$ cat src/rtl/led_breath_pwm.sv
// Multi-channel LED breathing driver: triangle/sawtooth level ramps feeding a shared PWM period counter.
// pwm_out and period_tick lag the counter by one cycle; level_out is the level register itself. No backpressure.
module led_breath_pwm #(
    parameter int NCH        = 8,
    parameter int WIDTH      = 8,
    parameter int PRESC_W    = 16,
    parameter int PHASE_STEP = 32
) (
    input  logic                 clk,
    input  logic                 rst,
    input  logic                 en,
    input  logic                 mode,
    input  logic [PRESC_W-1:0]   step_div,
    output logic [NCH-1:0]       pwm_out,
    output logic [NCH*WIDTH-1:0] level_out,
    output logic                 period_tick
);

    localparam logic [WIDTH-1:0] MAXV = {WIDTH{1'b1}};
    localparam logic [WIDTH-1:0] ONE  = WIDTH'(1);

    typedef enum logic {UP, DOWN} dir_t;

    function automatic logic [WIDTH-1:0] start_lvl(input int ch);
        int v;
        v = ch * PHASE_STEP;
        if (v > int'(MAXV)) v = int'(MAXV);
        return v[WIDTH-1:0];
    endfunction

    logic [WIDTH-1:0]   pcnt_q, pcnt_d;
    logic [PRESC_W-1:0] presc_q, presc_d;
    logic [WIDTH-1:0]   level_q [NCH];
    logic [WIDTH-1:0]   level_d [NCH];
    dir_t               dir_q   [NCH];
    dir_t               dir_d   [NCH];
    logic [NCH-1:0]     pwm_q, pwm_d;
    logic               tick_q, tick_d;
    logic               boundary;
    logic               step;

    always_comb begin
        pcnt_d   = pcnt_q;
        presc_d  = presc_q;
        boundary = en && (pcnt_q == MAXV - ONE);
        step     = 1'b0;
        tick_d   = boundary;
        pwm_d    = '0;

        if (en) pcnt_d = boundary ? '0 : pcnt_q + ONE;

        // >= so that lowering step_div below the running count steps at the next boundary
        if (boundary) begin
            if (presc_q >= step_div) begin
                presc_d = '0;
                step    = 1'b1;
            end else begin
                presc_d = presc_q + PRESC_W'(1);
            end
        end

        for (int i = 0; i < NCH; i++) begin
            level_d[i] = level_q[i];
            dir_d[i]   = dir_q[i];
            pwm_d[i]   = en && (pcnt_q < level_q[i]);
            if (step) begin
                if (mode) begin
                    dir_d[i]   = UP;
                    level_d[i] = (level_q[i] == MAXV) ? '0 : level_q[i] + ONE;
                end else begin
                    case (dir_q[i])
                        UP: begin
                            if (level_q[i] == MAXV) begin
                                level_d[i] = MAXV - ONE;
                                dir_d[i]   = DOWN;
                            end else begin
                                level_d[i] = level_q[i] + ONE;
                            end
                        end
                        default: begin
                            if (level_q[i] == '0) begin
                                level_d[i] = ONE;
                                dir_d[i]   = UP;
                            end else begin
                                level_d[i] = level_q[i] - ONE;
                            end
                        end
                    endcase
                end
            end
        end
    end

    always_ff @(posedge clk) begin
        if (rst) begin
            pcnt_q  <= '0;
            presc_q <= '0;
            pwm_q   <= '0;
            tick_q  <= 1'b0;
            for (int i = 0; i < NCH; i++) begin
                level_q[i] <= start_lvl(i);
                dir_q[i]   <= UP;
            end
        end else begin
            pcnt_q  <= pcnt_d;
            presc_q <= presc_d;
            pwm_q   <= pwm_d;
            tick_q  <= tick_d;
            for (int i = 0; i < NCH; i++) begin
                level_q[i] <= level_d[i];
                dir_q[i]   <= dir_d[i];
            end
        end
    end

    for (genvar g = 0; g < NCH; g++) begin : g_lvl
        assign level_out[g*WIDTH +: WIDTH] = level_q[g];
    end

    assign pwm_out     = pwm_q;
    assign period_tick = tick_q;

endmodule

$ cat config.mk
export PLATFORM = sky130hd
export DESIGN_NAME = led_breath_pwm
export DESIGN_NICKNAME = d
export VERILOG_FILES = /design/src/rtl/led_breath_pwm.sv
export SDC_FILE = /design/constraint.sdc
export NUM_CORES = 1
export LEC_CHECK = 0
export ABC_AREA = 1
export BUFFER_PORTS_ARGS = -buffer_cell sky130_fd_sc_hd__buf_2
export CAP_MARGIN = 10
export CORE_MARGIN = 1.5
export CORE_UTILIZATION = 61
export CTS_CLUSTER_DIAMETER = 150
export CTS_CLUSTER_SIZE = 8
export DETAILED_ROUTE_END_ITERATION = 10
export PLACE_DENSITY = 0.82
export SYNTH_ARGS = -nofsm -noshare
export SYNTH_HDL_FRONTEND = slang
export SYNTH_SLANG_ARGS = --single-unit
$ cat constraint.sdc
create_clock -name clk -period 2.6 [get_ports clk]
set_clock_uncertainty 0.1 [all_clocks]
set_input_delay 0.13 -clock clk [delete_from_list [all_inputs] [get_ports clk]]
set_output_delay 0.13 -clock clk [all_outputs]
set_load 0.02 [all_outputs]
# Word-level counts from Yosys, hierarchy flattened
# Memories as Yosys holds them, arrays and structs flattened.
# Index checks and enable logic that the tools add are counted.
# totals
mem_count	2
latchBits	0
ram_bits	72
out_inout_bits	73
ff_bits	33
romBits	0
# memory_table
name	depth	word_bits	read_ports	rd_ports_with_merged_regs	write_ports	line	rtl
level_q	8	8	8	0	8	33	logic [WIDTH-1:0] level_q [NCH];
dir_q	8	1	8	0	8	35	dir_t dir_q [NCH];
# classes
bitwise	16
eq_ne	9
magnitude_cmp	9
n_mux	111
addsub	18
n_shift	0
div	0
reduce_logical	17
n_mul	0
# op_table
cell	count
$mux W8	57
$add A8 B1 Y8 const B	9
$eq A8 B8 Y1 const B	9
$logic_not A8 Y1	8
$lt A8 B8 Y1	8
$sub A8 B1 Y8 const B	8
$mux W1	53
$add A16 B1 Y16 const B	1
$ge A16 B16 Y1	1
$mux W16	1
$or A1 B1 Y1	16
$logic_and A1 B1 Y1	9

# Longest topological paths before layout
# depth
ltp_word	6
depth_mapped	17

# Worst setup path after synthesis
# OpenSTA, ideal clock, no wires.
# synth_timing
path_kind	register to register
from	register pcnt_q[0]
to	register presc_q[13]
n_path_buf	2
stages_incl_launch_ff	12
required_ns	2.436
setup_time_ns	0.064
t_arrival_ns	1.726
path_slack_ns	0.710
period_less_slack_ns	1.890
path_cell_list	dfxtp_1 -> clkbuf_1 -> inv_1 -> ha_1 -> nand2_1 -> inv_1 -> nand3_1 -> clkinv_1 -> nand2_1 -> nand2_1 -> buf_2 -> nor2_1
# synth_via
elab_chain_cells	2
# synth_rtl
item	line	rtl
from (decl)	31	logic [WIDTH-1:0] pcnt_q, pcnt_d;
from (signal assigned)	105	pcnt_q <= pcnt_d;
$eq A8 B8 Y1	45	boundary = en && (pcnt_q == MAXV - ONE);
$logic_and A1 B1 Y1	45	
to (signal assigned)	106	presc_q <= presc_d;
to (decl)	32	logic [PRESC_W-1:0] presc_q, presc_d;
# Every way passes these cells.
# A chain may end at the register's enable or synchronous reset.

==> flow_summary.yaml <==
outcome:
  status: "finished, final reports clean"
synthesis:
  ys_top_cells_by_count: "397 x nand2_1, 240 x nor2_1, 178 x inv_1"
  synth_cells: 1561
  syn_avg_cell_area_sq_um: 6.107
  ys_warn_count: 0
  netlist.area_leader.share_pct: 22.05
  yosysUniqueCellTypes: 46
  yosysTopAreaCell: "dfxtp_1"
  yosysMostFrequentCell: "nand2_1"
  seq_area_frac_synth_pct: 22.05
  synth_edf_count: 0
  synth_seq_cells: 105
  ys_top_cells_by_area: "dfxtp_1 22%, nand2_1 16%, ha_1 13%, nor2_1 9.5%, nand3_1 9.2%"
  async_flop_share_pct: 0
  netlist_area_sq_mm: 0.009533
  synth_nets: 1680
  ys.flop_type: "dfxtp_1"
detailed_routing:
  drc: 0
  postRouteAntennaNets: 0
  via_count: 10310
  routedWlPerCell_microns: 14.22
  firstDrtPassIters: 6
  viasPerCell: 5.574
  drtIter0Drc: 743
  wirelength_microns: 26290
clock_network:
  worst_skew_pair.late_latency_ns: 0.36
  numCtsBuffers: 9
  cts_setup_buffers: 0
  cts_tree: "done"
  ctsLongestPathBuffers: 2
  ctsHtreeMaxLevel: 3
  clock-sinks: 105
  cts_root_buf: "clkbuf_16"
  clk_pin_slew_ns: 0.07
global_route:
  grtUsageTotal_pct: 33.02
  grt_pass1_wl_microns: 44100
  grt_max_degree: 57
  antenna_found_initial: 0
  gr-total-overflow: 0
  grt_pass1_vias: 9333
placed_design:
  place_congestion: 0.9632
  placed_cell_area_sq_mm: 0.01016
  dpl_worst_slack_ns: 0.2379
  hpwlAfterDp_microns: 18920
  io_buffers: 92
timing:
  maxSlewViolCount: 0
  period_minus_slack_ns: 2.411
  hold_violations: 0
  final.setup.worst_slack_ns: 0.1891
  fmax_ghz: 0.4148
  rsz0062_at_grt: "no"
  finalSetupViolCount: 0
  min_period_over_period_pct: 92.73
  fin_tns_setup_ns: 0
  max-slew-margin-rel_pct: 65.55
  worstMarginPinSlew_ns: 0.5037
power_and_ir_drop:
  leakagePower_nw: 5.587
  powerDensity_mw_per_mm2: 311.7
  ir_drop_mv: 0.3516
setup_path:
  cp-start-kind: "flip-flop"
  critPathCaptureType: "flip-flop"
  critPathKind: "flip-flop to flip-flop"
  cp_max_fo: 24
  crit_chain: "inv_1 -> ha_1 -> nand3_1 -> nor3_1 -> nand2_2 -> nand3_4 -> buf_6 -> nand2_1 -> inv_1 -> nand2_1 -> nand3_1"
  cp.required_ns: 2.80
  critical_path_arrival_ns: 2.61
  cpPeakStageDelay_ns: 0.40
  cp_slowest_cell: "dfxtp_1"
floorplanning:
  die-width_microns: 128.0
  dieArea_sq_mm: 0.01639
  initial_core_util_pct: 62.48
  placementRows: 45
  coreArea_sq_mm: 0.01526
  die_h_microns: 128.0
  io_pins: 93
cells_and_area:
  drive_gt1_share_pct: 9.768
  nNetsFinal: 1753
  num_antenna_cells: 0
  area_growth_pct: 9.896
  finalInstanceArea_sq_mm: 0.01048
run:
  max_cap_violations: 0
hold_path:
  hold_class: "input port to flip-flop"
-- metal layers --
metal / track usage [%] / up-vias / share of wire [%]
met5: 0 / - / 0
met4: 14.01 / 0 / 3.3
met3: 4.215 / 60 / 6.4
met2: 55.69 / 386 / 46
met1: 42.50 / 4652 / 44
li1: - / 5208 / -
-- through the flow --
| step | hold slack [ns] | util, % | std cells | power [mW] |
|---|---|---|---|---|
| final | 0.1670 | 68.66 | 1849 | 3.266 |
| after global routing | 0.1767 | 68.66 | 1849 | 3.380 |
| after CTS | 0.1510 | 68.63 | 1849 | 3.292 |
| after detailed placement | 0.3200 | 66.59 | 1833 | 1.871 |
| after global placement | 0.3173 | 66.59 | 1833 | 1.867 |
| after floorplan | 0.1355 | - | 1561 | 1.794 |
-- cells by family after synthesis --
group / count (synthesis) / share of synthesized area, %
fa+ha+maj: 99 / 12.99
xor+xnor: 42 / 3.859
buf+inv: 240 / 10.37
compound gates: 186 / 11.01
simple gates: 889 / 39.72
flops: 105 / 22.05
-- flip-flops by register name, summed over array words and instances (netlist names) --
register and count:
dir_q 8, level_q 64, pcnt_q 8, period_tick 1, presc_q 16, pwm_out 8
-- cell type report --
class	instances	area, sq um
fillers	1441	4782
inverters	187	701.9
clock inverters	5	62.56
multi-input cells	1216	6442
clock buffers	10	239.0
well taps	211	264.0
flip-flops and latches	105	2102
repair buffers	115	664.4
-- report_power, final --
| group | switching (mW) | internal (mW) |
|---|---|---|
| registers | 0.00290 | 1.62 |
| logic | 0.146 | 0.0748 |
| clock network | 0.651 | 0.776 |
| total | 0.800 | 2.47 |
-- placed cells by master (no fill, tap or decap), types with 3 or more instances in the layout --
cell type  count
a2111oi_0      8
a31oi_1        9
a22oi_1        3
a21oi_1       66
nor2_1       240
or2_2          3
o211ai_1       3
clkbuf_16      9
o21a_1         9
o21ai_0       71
xor2_1        38
nor3_1        19
inv_2          7
nor2_2         4
nand3_1      176
xnor2_1        4
a21o_1         9
nand2_2        8
buf_2         92
inv_1        178
ha_1          99
nand2_1      397
nand3b_1       3
dfxtp_1      105
buf_4         19
nor3b_1        3
nand4_1       26
-- what timing repair did --
| action | CTS | global route |
|---|---|---|
| gates resized for setup | 0 | 1 |
| hold buffers | 1 | 0 |
| setup endpoints to repair | 0 | 7 |
| endpoints found under the hold margin | 1 | 0 |
-- final timing paths --
check / cells after the start / endpoint / slack (ns) / from
worst max-delay path: 11 / level_q[0][29]$_SDFFE_PP1P_ / 0.19 / presc_q[0]$_SDFFE_PP0P_
worst min-delay path: 2 / presc_q[14]$_SDFFE_PP0P_ / 0.17 / rst
worst max register to register: 11 / level_q[0][29]$_SDFFE_PP1P_ / 0.19 / presc_q[0]$_SDFFE_PP0P_
worst min register to register: 2 / dir_q[0][0]$_SDFFE_PP0P_ / 0.41 / dir_q[0][0]$_SDFFE_PP0P_
-- worst max-delay path, delay by kind of cell, from the launching register on --
family,cells,cell delay [ns]
simple gates,7,0.95
buf+inv,3,0.62
flops,1,0.40
fa+ha+maj,1,0.27
No activity file was read; power rests on OpenSTA's default activity.
